$ cat src/rtl/fetch_pc_unit_pkg.sv
// Shared constants, FSM state type and fetch-address legality check for the F-stage PC unit.
package fetch_pc_unit_pkg;

  localparam logic [31:0] PC_RESET = 32'h0000_3000;
  localparam logic [31:0] IM_LO    = 32'h0000_3000;
  localparam logic [31:0] IM_HI    = 32'h0000_6FFC;

  typedef enum logic {
    FS_FETCH = 1'b0,
    FS_HOLD  = 1'b1
  } fstate_t;

  // Word-aligned and inside the instruction memory window; anything else raises AdEL.
  function automatic logic pc_legal(input logic [31:0] pc);
    return (pc[1:0] == 2'b00) && (pc >= IM_LO) && (pc <= IM_HI);
  endfunction

endpackage

$ cat src/rtl/fetch_pc_unit_redirect_latch.sv
// Holds a taken redirect until the delay-slot instruction is consumed; a redirect seen in
// the consume cycle itself is bypassed straight to next_pc.
module fetch_pc_unit_redirect_latch
  import fetch_pc_unit_pkg::*;
(
  input  logic        clk,
  input  logic        reset,
  input  logic        redirect_valid,
  input  logic [31:0] redirect_pc,
  input  logic        clear,
  input  logic [31:0] pc_plus4,
  output logic [31:0] next_pc
);

  logic        pending_reg;
  logic        pending_next;
  logic [31:0] pending_pc_reg;
  logic [31:0] pending_pc_next;

  always_comb begin
    pending_next    = pending_reg;
    pending_pc_next = pending_pc_reg;
    if (redirect_valid) begin
      pending_next    = 1'b1;
      pending_pc_next = redirect_pc;
    end
    // Consumption wins: a redirect present now is used via the bypass below.
    if (clear) begin
      pending_next = 1'b0;
    end
  end

  always_ff @(posedge clk) begin
    if (!reset) begin
      pending_reg    <= 1'b0;
      pending_pc_reg <= 32'h0;
    end else begin
      pending_reg    <= pending_next;
      pending_pc_reg <= pending_pc_next;
    end
  end

  assign next_pc = redirect_valid ? redirect_pc :
                   pending_reg    ? pending_pc_reg : pc_plus4;

endmodule

$ cat src/rtl/fetch_pc_unit.sv
// F stage: PC register, FETCH/HOLD handshake FSM with instruction memory, and the F/D
// output registers. The delay-slot instruction is always delivered before a redirect applies.
module fetch_pc_unit
  import fetch_pc_unit_pkg::*;
(
  input  logic        clk,
  input  logic        reset,
  input  logic        stall,
  input  logic        redirect_valid,
  input  logic [31:0] redirect_pc,
  output logic        im_req,
  output logic [31:0] im_addr,
  input  logic        im_ack,
  input  logic [31:0] im_rdata,
  output logic        valid_F,
  output logic [31:0] pc_F,
  output logic [31:0] instr_F,
  output logic        adel_F
);

  fstate_t     state_reg;
  fstate_t     state_next;
  logic [31:0] pc_reg;
  logic [31:0] pc_next;
  logic [31:0] pc_f_reg;
  logic [31:0] pc_f_next;
  logic [31:0] instr_f_reg;
  logic [31:0] instr_f_next;
  logic        adel_f_reg;
  logic        adel_f_next;
  logic        consume;
  logic        legal;
  logic [31:0] next_pc;

  assign legal   = pc_legal(pc_reg);
  assign consume = (state_reg == FS_HOLD) && !stall;

  fetch_pc_unit_redirect_latch u_redirect_latch (
    .clk            (clk),
    .reset          (reset),
    .redirect_valid (redirect_valid),
    .redirect_pc    (redirect_pc),
    .clear          (consume),
    .pc_plus4       (pc_reg + 32'd4),
    .next_pc        (next_pc)
  );

  always_comb begin
    state_next   = state_reg;
    pc_next      = pc_reg;
    pc_f_next    = pc_f_reg;
    instr_f_next = instr_f_reg;
    adel_f_next  = adel_f_reg;
    im_req       = 1'b0;
    case (state_reg)
      FS_FETCH: begin
        if (legal) begin
          im_req = 1'b1;
          if (im_ack) begin
            pc_f_next    = pc_reg;
            instr_f_next = im_rdata;
            adel_f_next  = 1'b0;
            state_next   = FS_HOLD;
          end
        end else begin
          // Illegal address never reaches IM; deliver an AdEL-tagged bubble instead.
          pc_f_next    = pc_reg;
          instr_f_next = 32'h0;
          adel_f_next  = 1'b1;
          state_next   = FS_HOLD;
        end
      end
      FS_HOLD: begin
        if (consume) begin
          pc_next    = next_pc;
          state_next = FS_FETCH;
        end
      end
      default: state_next = FS_FETCH;
    endcase
  end

  always_ff @(posedge clk) begin
    if (!reset) begin
      state_reg   <= FS_FETCH;
      pc_reg      <= PC_RESET;
      pc_f_reg    <= 32'h0;
      instr_f_reg <= 32'h0;
      adel_f_reg  <= 1'b0;
    end else begin
      state_reg   <= state_next;
      pc_reg      <= pc_next;
      pc_f_reg    <= pc_f_next;
      instr_f_reg <= instr_f_next;
      adel_f_reg  <= adel_f_next;
    end
  end

  assign im_addr = pc_reg;
  assign valid_F = (state_reg == FS_HOLD);
  assign pc_F    = pc_f_reg;
  assign instr_F = instr_f_reg;
  assign adel_F  = adel_f_reg;

endmodule

$ cat config.mk
export PLATFORM = sky130hd
export DESIGN_NAME = fetch_pc_unit
export DESIGN_NICKNAME = d
export VERILOG_FILES = /design/src/rtl/fetch_pc_unit_pkg.sv /design/src/rtl/fetch_pc_unit_redirect_latch.sv /design/src/rtl/fetch_pc_unit.sv
export SDC_FILE = /design/constraint.sdc
export NUM_CORES = 1
export LEC_CHECK = 0
export ABC_AREA = 1
export CORE_ASPECT_RATIO = 2
export CORE_MARGIN = 1.5
export CORE_UTILIZATION = 43
export DETAILED_ROUTE_END_ITERATION = 8
export GPL_TIMING_DRIVEN = 0
export PLACE_DENSITY = 0.76
export SLEW_MARGIN = 0
export SYNTH_ARGS = -nofsm -noshare
export SYNTH_HDL_FRONTEND = slang
export SYNTH_SLANG_ARGS = --single-unit
$ cat constraint.sdc
create_clock -name clk -period 1.4 [get_ports clk]
set_input_delay 0.14 -clock clk [delete_from_list [all_inputs] [get_ports clk]]
set_output_delay 0.14 -clock clk [all_outputs]
set_load 0.01 [all_outputs]
# Yosys cells after proc, flatten, opt, wreduce, memory -nomap -nowiden
# Cells that the tools add are included.
# totals
in_bits,69
output_inout_bits,99
regBits,131
elab_cells,35
# classes
n_eq_ne,1
magnitude_cmp,2
muxes,14
n_addsub,1
n_reduce_logical,8
bitwise_logic,2
# ops
cell,n
2-to-1 mux 32 bit,6
adder 32 x 3 -> 32 bit (second input constant),1
greater-or-equal comparator 32 x 14 -> 1 bit (second input constant),1
<= comparator 32 x 15 -> 1 bit (second input constant),1
2-to-1 mux 1 bit,7
AND reduction 2 bit,2
logical AND 1 bit,3
zero test 2 bit,1
inequality test 2 bit (second input constant),1
NOT 1 bit,2
one-hot mux 1 bit (2 select lines),1
OR reduction 2 bit,1
zero test 1 bit,1

# Longest topological paths before layout
# Gate-level depths: netlist (run 1).
# depth
ltp_word,5
mapped_depth,11
ltp_nobuf,11

# Modules after synthesis
# Synthesis (run 1) repeated with hierarchy kept, for this count alone.
# hier_totals
hier_cells,905
area_unflattened_um2,6476.2
# by_module_without_submodules
mod,area_each_um2,cells_per_inst,seq_area_each_um2,instances
fetch_pc_unit,4393.0,591,1961.9,1
fetch_pc_unit_redirect_latch,2083.2,314,660.6,1

# Worst setup path before layout (run 1)
# Ideal clock, no wire load.
# synth_path
kind,register to register
startpoint,"register pc_reg[2], in the netlist im_addr[2]"
endpoint,"register pc_reg[19], in the netlist im_addr[19]"
slack_ns,-0.178
required_ns,1.288
t_arrival_ns,1.466
setup_ns,0.112
synth_period_minus_slack_ns,1.578
stages_incl_launch_ff,10
path_buffers,0
cell_sequence,dfxtp_1 inv_1 nor2_1 nand2_1 nor2_1 nand4_1 nand3_1 nand2_1 nand2_1 nand2_1
# synth_via
elab_chain_cells,3
# synth_lines
item,line_no,source
"start, declared",fetch_pc_unit.sv:23,logic [31:0] pc_reg;
"start signal, assigned",fetch_pc_unit.sv:92,pc_reg <= pc_next;
adder 32 x 3 -> 32 bit,fetch_pc_unit.sv:44,".pc_plus4 (pc_reg + 32'd4),"
2-to-1 mux 32 bit,fetch_pc_unit_redirect_latch.sv:44,pending_reg ? pending_pc_reg : pc_plus4;
2-to-1 mux 32 bit,fetch_pc_unit_redirect_latch.sv:43,assign next_pc = redirect_valid ? redirect_pc :
# No other way between the ends.
# A chain may end at the register's enable or synchronous reset.

# Final worst setup path (run 1)
# layout_path
startpoint,"register pc_reg[15], in the netlist im_addr[15]"
endpoint,"register pc_f_reg[25], in the netlist pc_F[25]"
# layout_via
elab_chain_cells,5
word_cells_on_any_way,7
classes_between,order compare (2); eq/ne (1); mux (1); reduce/logical (3)
# layout_lines
item,line_no,source
greater-or-equal comparator 32 x 14 -> 1 bit,fetch_pc_unit_pkg.sv:15,return (pc[1:0] == 2'b00) && (pc >= IM_LO) && (pc <= IM_HI);
logical AND 1 bit,fetch_pc_unit_pkg.sv:15,
logical AND 1 bit *,fetch_pc_unit_pkg.sv:15,
inequality test 2 bit (no source line),--,
AND reduction 2 bit (no source line),--,
"end signal, assigned",fetch_pc_unit.sv:93,pc_f_reg <= pc_f_next;
"end, declared",fetch_pc_unit.sv:25,logic [31:0] pc_f_reg;
# Mark *: on every way between the ends. The rest lies on a longest branch, timed or not.

==> results.toml, run 1 <==
[timing]
finalHoldViolations = 0
setup_tns_ps = -22420
worst_pin_slew_ps = 702.8
slew_headroom = 0.5314
rsz0062_at_grt = "yes"
finalCriticalPeriod_ps = 1752
finalCritPeriodShare = 1.252
setup_viol = 88
holdWs_ps = 135.6
fmax_ghz = 0.5706
skew_ps = 10.28
finalWorstSetupSlack_ps = -352.4
maxSlewViolCount = 0

[drt]
firstDrtPassIters = 7
route.detailed.drc = 0
wl_per_cell_um = 18.96
detail-route-antenna-nets = 0
num_vias = 7025
routed_wl_um = 23670
drt_iter0_drc = 576
viasPerCell = 5.629

[critical_path]
cp-end-kind = "register"
cpPeakStageDelay_ps = 360
cp-start-kind = "register"
rrSetupSlack_ps = -350
crit_path_top_delay_cell = "dfxtp_2"
arrival_ps = 2090
cpLargestDelayFamily = "simple AND/OR/NAND/NOR gates"
worst_r2r_startpoint = "im_addr[15]$_SDFFE_PN0P_"
startpoint = "im_addr[15]$_SDFFE_PN0P_"
path_cells = "inv_4 -> nand3_2 -> nor2_2 -> nand2_2 -> nor2_4 -> nand2_4 -> nand2_4 -> buf_12 -> buf_8 -> nand2_1 -> a21oi_1"
path_buf_inv = 3
crit_path_max_fanout = 8
cpMostUsedCell = "nand2_4"
criticalPathCategory = "register to register"
worst_r2r_endpoint = "pc_F[25]$_SDFFE_PN0P_"
ff2ff_path_depth = 11
cp.required_ps = 1740

[logic_synthesis]
synthArstFlopShare = 0
ys.flop_type = "dfxtp_1"
syn_nets = 909
synth-seq-cells = 131
ys_seq_area_frac = 0.4428
netlist_area_um2 = 5923
synth_warnings = 0
synthCells = 838
synth_edf_count = 0
ys_types = 29
synth.avg_cell_area_um2 = 7.068

[power_and_ir_drop]
pwr_density_cell_nw_per_um2 = 1128
seqPwrFrac = 0.380
power_switching_w = 0.003345
p_int_w = 0.007612
comb_power_share = 0.231
vdd_ir_drop_max_v = 0.0009288
p_leak_nw = 4.350
switching_share = 0.3053
clkPwrFrac = 0.389

[die]
start_util = 0.4408
die_area_um2 = 14530
core_region_area_um2 = 13440
pin_count = 168
dieWidth_um = 85.99
die_y_um = 169.0
fp-row-count = 60

[outcome]
status = "finished, violations left"
violations = "setup timing"

[clock_network]
clock-sinks = 131
clk_latency_ps = 420
cts_made_buffers = 17
cts_max_level = 4
cts.path.max_buffers = 2
ctsRootBufferMaster = "clkbuf_16"
cts.clk_slew.worst_paths_ps = 60
cts_tree = "yes"

[global_route]
grt_antenna_before_repair = 0
met1_usage = 0.2884
grt_usage = 0.2968
met2_usage = 0.5611
grt_pass1_wl_um = 33080
grt_pass1_vias = 6535
grt-ovfl-total = 0
busiest_layer = "met2"
grt_max_degree = 17
grt_use_met3 = 0.05119

[cells_and_area]
fillers = 1036
layout.nets = 1152
fin_cells = 1248
layout-drive-gt1-share = 0.3028
syn_to_final_growth_pct = 64.07
post-route-util = 0.7232
antenna_cells = 0

[min_path]
hold_start = "im_ack"
worstHoldEndpoint = "instr_F[0]$_SDFFE_PN0P_"
hold_path_depth = 3
hold_path_class = "input port to register"

[place]
io_buffers = 165
place_congestion = 0.9666
placedCellCount = 1158
hpwlAfterDp_um = 15540

[job]
drv_cap = 0
[worst min-delay path, stage by stage]
cell     delay, ps
buf_1          170
nand4_1        130
a21oi_1         60
[synthesized netlist by cell type (2+ instances only)]
| cell type | number | area share |
|---|---|---|
| ha_1 | 2 | 0.0042 |
| nor2_2 | 3 | 0.0032 |
| a21oi_1 | 90 | 0.076 |
| buf_2 | 5 | 0.0042 |
| buf_1 | 4 | 0.0025 |
| nand2_1 | 235 | 0.15 |
| clkbuf_1 | 33 | 0.021 |
| nand4_1 | 38 | 0.040 |
| clkinv_1 | 2 | 0.0013 |
| inv_1 | 52 | 0.033 |
| o21ai_0 | 28 | 0.024 |
| mux2i_1 | 21 | 0.035 |
| buf_6 | 6 | 0.011 |
| dfxtp_1 | 131 | 0.44 |
| nor2_1 | 81 | 0.051 |
| a211oi_1 | 2 | 0.0025 |
| xor2_1 | 5 | 0.0074 |
| nor3_1 | 10 | 0.0084 |
| nand3b_1 | 4 | 0.0051 |
| inv_2 | 3 | 0.0019 |
| nand3_1 | 75 | 0.063 |
[layer usage]
layer	vias to the layer above	wire length, µm
li1	3269	-
met1	3239	7858
met2	391	12640
met3	126	1608
met4	0	1556
met5	-	0
[power by group through the flow]
stage	Sequential (W)	Clock (W)	Combinational [W]
final	0.00416	0.00427	0.00253
after global routing	0.00417	0.00443	0.00270
after CTS	0.00414	0.00427	0.00204
after detailed placement	0.00423	0	0.00190
after global placement	0.00422	0	0.00189
after floorplan	0.00424	0	0.000968
[metrics by stage]
step	instance area, µm²	worst slack (ps)	power [W]
finish	9718	-352.4	0.01096
global route	9718	-451.3	0.01131
CTS	8750	-291.0	0.01045
detailed placement	7858	-713.1	0.006123
global placement	7858	-702.8	0.006108
floorplan	6012	-79.68	0.005212
[worst max path at each step]
stage / end / cells after the start
6_report: pc_F[25]$_SDFFE_PN0P_ / 11
5_1_grt: instr_F[22]$_SDFFE_PN0P_ / 11
4_1_cts: pc_F[6]$_SDFFE_PN0P_ / 10
3_5_place_dp: u_redirect_latch.pending_pc_reg[10]$_SDFFE_PN0P_ / 5
3_3_place_gp: instr_F[1]$_SDFFE_PN0P_ / 5
2_1_floorplan: instr_F[24]$_SDFFE_PN0P_ / 11
[cell families (layout without fill, tap and decap cells)]
family	Yosys count	after routing	synth area share
AO/OA/AOI/OAI	125	125	0.1098
XOR/XNOR	5	5	0.007393
adder cells (fa/ha/maj)	2	2	0.004224
buffers and inverters	105	360	0.07520
flip-flops	131	131	0.4428
multiplexers	21	21	0.03549
AND/OR/NAND/NOR	449	449	0.3251
[layout by cell type (no fill, tap or decap), drive strengths merged]
master         count
nand2            236
nand4             38
o21ai             28
xor2               5
a211oi             2
a41oi              1
a21oi             90
clkinvlp           3
dfxtp            131
mux2i             21
inv               57
a221oi             1
ha                 2
nor3              10
clkbuf            55
o211ai             1
dlygate4sd2       98
clkdlybuf4s50     66
nand3             76
a211o              1
nand3b             4
clkinv             7
nor2              85
buf               74
o221a              1
[final cells by class]
cell class                 count  area [µm²]  area share
clock buffer                  21       493.0     0.05073
inverter                      57       241.5     0.02485
timing repair buffer         225        2102      0.2163
buffer                        47       326.6     0.03360
clock inverter                10       72.57    0.007467
multi-input combinational    602        3560      0.3663
tap                          155       193.9     0.01996
sequential                   131        2729      0.2808
[what timing repair did]
action,4_1_cts,5_1_grt
gates cloned,2,5
endpoints found under the hold margin,0,0
hold buffers,0,0
resized for setup,216,206
setup buffers,22,31
pin swaps,18,59
endpoints found under the setup margin,230,127
Power figures use the tool's default switching activity.
==> inputs of run 2 (changes only) <==
--- a/config.mk
+++ b/config.mk
@@ -11,6 +11,7 @@
 export CORE_UTILIZATION = 43
 export DETAILED_ROUTE_END_ITERATION = 8
 export GPL_TIMING_DRIVEN = 0
+export HOLD_SLACK_MARGIN = 0.15
 export PLACE_DENSITY = 0.76
 export SLEW_MARGIN = 0
 export SYNTH_ARGS = -nofsm -noshare
==> run 2 against run 1 <==
Effect of this change: the flow still finishes with violations (setup timing); sequential power barely moved; maximum frequency fell by 1.2%; critical path depth did not move; via count rose by 0.70%; first-iteration DRC count rose by 2.4%; clock skew fell by 0.69 ps; clock-buffer cell count did not move; clock power barely moved; sequential share of layout area barely moved; total power fell by 0.29%; die area did not move; largest power group unchanged; highest routed layer unchanged.
==> results.toml, run 2 (same netlist as run 1, synthesis figures left out) <==
[min_path]
hold_path_depth = 3
hold_path_class = "input port to register"
hold_start = "redirect_valid"
worstHoldEndpoint = "u_redirect_latch.pending_pc_reg[20]$_SDFFE_PN0P_"

[critical_path]
path_buf_inv = 3
cp-start-kind = "register"
path_depth = 11
cpMostUsedCell = "nand2_4"
worst_r2r_startpoint = "im_addr[15]$_SDFFE_PN0P_"
cp.required_ps = 1750
cp-end-kind = "register"
ff2ff_path_depth = 11
cpPeakStageDelay_ps = 360
criticalPathCategory = "register to register"
worst_r2r_endpoint = "pc_F[23]$_SDFFE_PN0P_"
crit_path_max_fanout = 7
arrival_ps = 2120
cpLargestDelayFamily = "simple AND/OR/NAND/NOR gates"
crit_path_top_delay_cell = "dfxtp_2"
path_cells = "inv_4 -> nand3_2 -> nor2_2 -> nand2_2 -> nor2_4 -> nand2_4 -> nand2_4 -> buf_12 -> clkbuf_16 -> nand2_4 -> a21oi_2"
rrSetupSlack_ps = -370

[job]
drv_cap = 0

[outcome]
status = "finished, violations left"
violations = "setup timing"

[cells_and_area]
post-route-util = 0.7213
final_common_cell = "nand2_1"
layout-drive-gt1-share = 0.2938
antenna_cells = 0
fillers = 1042
fin_cells = 1244
layout.nets = 1148
mostFrequentLayoutCells = "nand2_1 (188), dfxtp_1 (98), dlygate4sd2_1 (98), nand3_1 (67), clkdlybuf4s50_1 (66)"
syn_to_final_growth_pct = 63.65

[die]
dieWidth_um = 85.99
core_region_area_um2 = 13440
start_util = 0.4408
die_area_um2 = 14530
fp-row-count = 60
die_y_um = 169.0
pin_count = 168

[timing]
slew_headroom = 0.5401
maxSlewViolCount = 0
finalCriticalPeriod_ps = 1774
worst_pin_slew_ps = 689.9
rsz0062_at_grt = "yes"
finalCritPeriodShare = 1.267
setup_viol = 95
holdWs_ps = 203.9
finalHoldViolations = 0
finalWorstSetupSlack_ps = -373.8
fmax_ghz = 0.5638
skew_ps = 9.585

[place]
placedCellCount = 1158
place_congestion = 0.9666
io_buffers = 165
hpwlAfterDp_um = 15540
dp_slack_ps = -713.1

[global_route]
grt_usage = 0.2973
grt-ovfl-total = 0
grt_antenna_before_repair = 0
grt_max_degree = 17
grt_pass1_vias = 6560
grt_pass1_wl_um = 33130

[clock_network]
cts_max_level = 4
cts_made_buffers = 17
cts_tree = "yes"
clk_latency_ps = 420
clock-sinks = 131
cts.path.max_buffers = 2
ctsRootBufferMaster = "clkbuf_16"
cts.clk_slew.worst_paths_ps = 60

[power_and_ir_drop]
vdd_ir_drop_max_v = 0.0009591
p_int_w = 0.007579
clkPwrFrac = 0.390
seqPwrFrac = 0.380
p_leak_nw = 4.344
comb_power_share = 0.229
pwr_density_cell_nw_per_um2 = 1127
switching_share = 0.3064
power_switching_w = 0.003347

[drt]
wl_per_cell_um = 19.25
num_vias = 7074
routed_wl_um = 23950
route.detailed.drc = 0
firstDrtPassIters = 5
drt_iter0_drc = 590
viasPerCell = 5.686
detail-route-antenna-nets = 0
[run 2: layout make-up]
class                   count  area, µm²  area share
repair buffers            221       2087      0.2153
plain buffers              47      316.6     0.03266
multi-input cells         602       3562      0.3675
clock inverters            10      72.57    0.007487
flip-flops and latches    131       2726      0.2813
well taps                 155      193.9     0.02001
inverters                  57      241.5     0.02491
clock buffers              21      493.0     0.05086
[run 2: power groups by stage]
| stage | logic [W] | registers, W | clock network (W) |
|---|---|---|---|
| final | 0.00250 | 0.00416 | 0.00427 |
| after global routing | 0.00266 | 0.00417 | 0.00443 |
| after CTS | 0.00205 | 0.00414 | 0.00427 |
| after detailed placement | 0.00190 | 0.00423 | 0 |
| after global placement | 0.00189 | 0.00422 | 0 |
| after floorplan | 0.000968 | 0.00424 | 0 |
[run 2: worst max-delay path by stage]
stage	start	to
finish	im_addr[15]$_SDFFE_PN0P_	pc_F[23]$_SDFFE_PN0P_
global placement	reset	instr_F[1]$_SDFFE_PN0P_
CTS	im_addr[1]$_SDFFE_PN0P_	pc_F[6]$_SDFFE_PN0P_
floorplan	im_addr[25]$_SDFFE_PN0P_	instr_F[24]$_SDFFE_PN0P_
global route	im_addr[15]$_SDFFE_PN0P_	pc_F[23]$_SDFFE_PN0P_
detailed placement	reset	u_redirect_latch.pending_pc_reg[10]$_SDFFE_PN0P_
[run 2: per-stage QoR]
| stage | instance area [µm²] | total power (W) | TNS [ps] |
|---|---|---|---|
| 2_1_floorplan | 6012 | 0.005212 | -4095 |
| 3_3_place_gp | 7858 | 0.006108 | -66550 |
| 3_5_place_dp | 7858 | 0.006123 | -66460 |
| 4_1_cts | 8770 | 0.01045 | -22400 |
| 5_1_grt | 9693 | 0.01127 | -30100 |
| 6_report | 9693 | 0.01093 | -23450 |
[run 2: per-layer routing]
layer / GRT usage / routed length (µm)
met3: 0.05119 / 1591
met2: 0.5628 / 12700
met1: 0.2884 / 7942
met4: 0.1851 / 1714
met5: 0 / 0
[run 2: what timing repair did]
action | CTS | global route
endpoints found under the setup margin | 230 | 127
setup buffers | 22 | 27
resized for setup | 216 | 204
gates cloned | 2 | 4
endpoints found under the hold margin | 1 | 0
pin swaps | 18 | 60
hold buffers | 2 | 0
[run 2: worst register-to-register path: cells and delay by family (launching register included)]
family                 cells  cell delay (ps)
AO/OA/AOI/OAI              1              140
buffers and inverters      3              440
flip-flops                 1              360
AND/OR/NAND/NOR            7              780
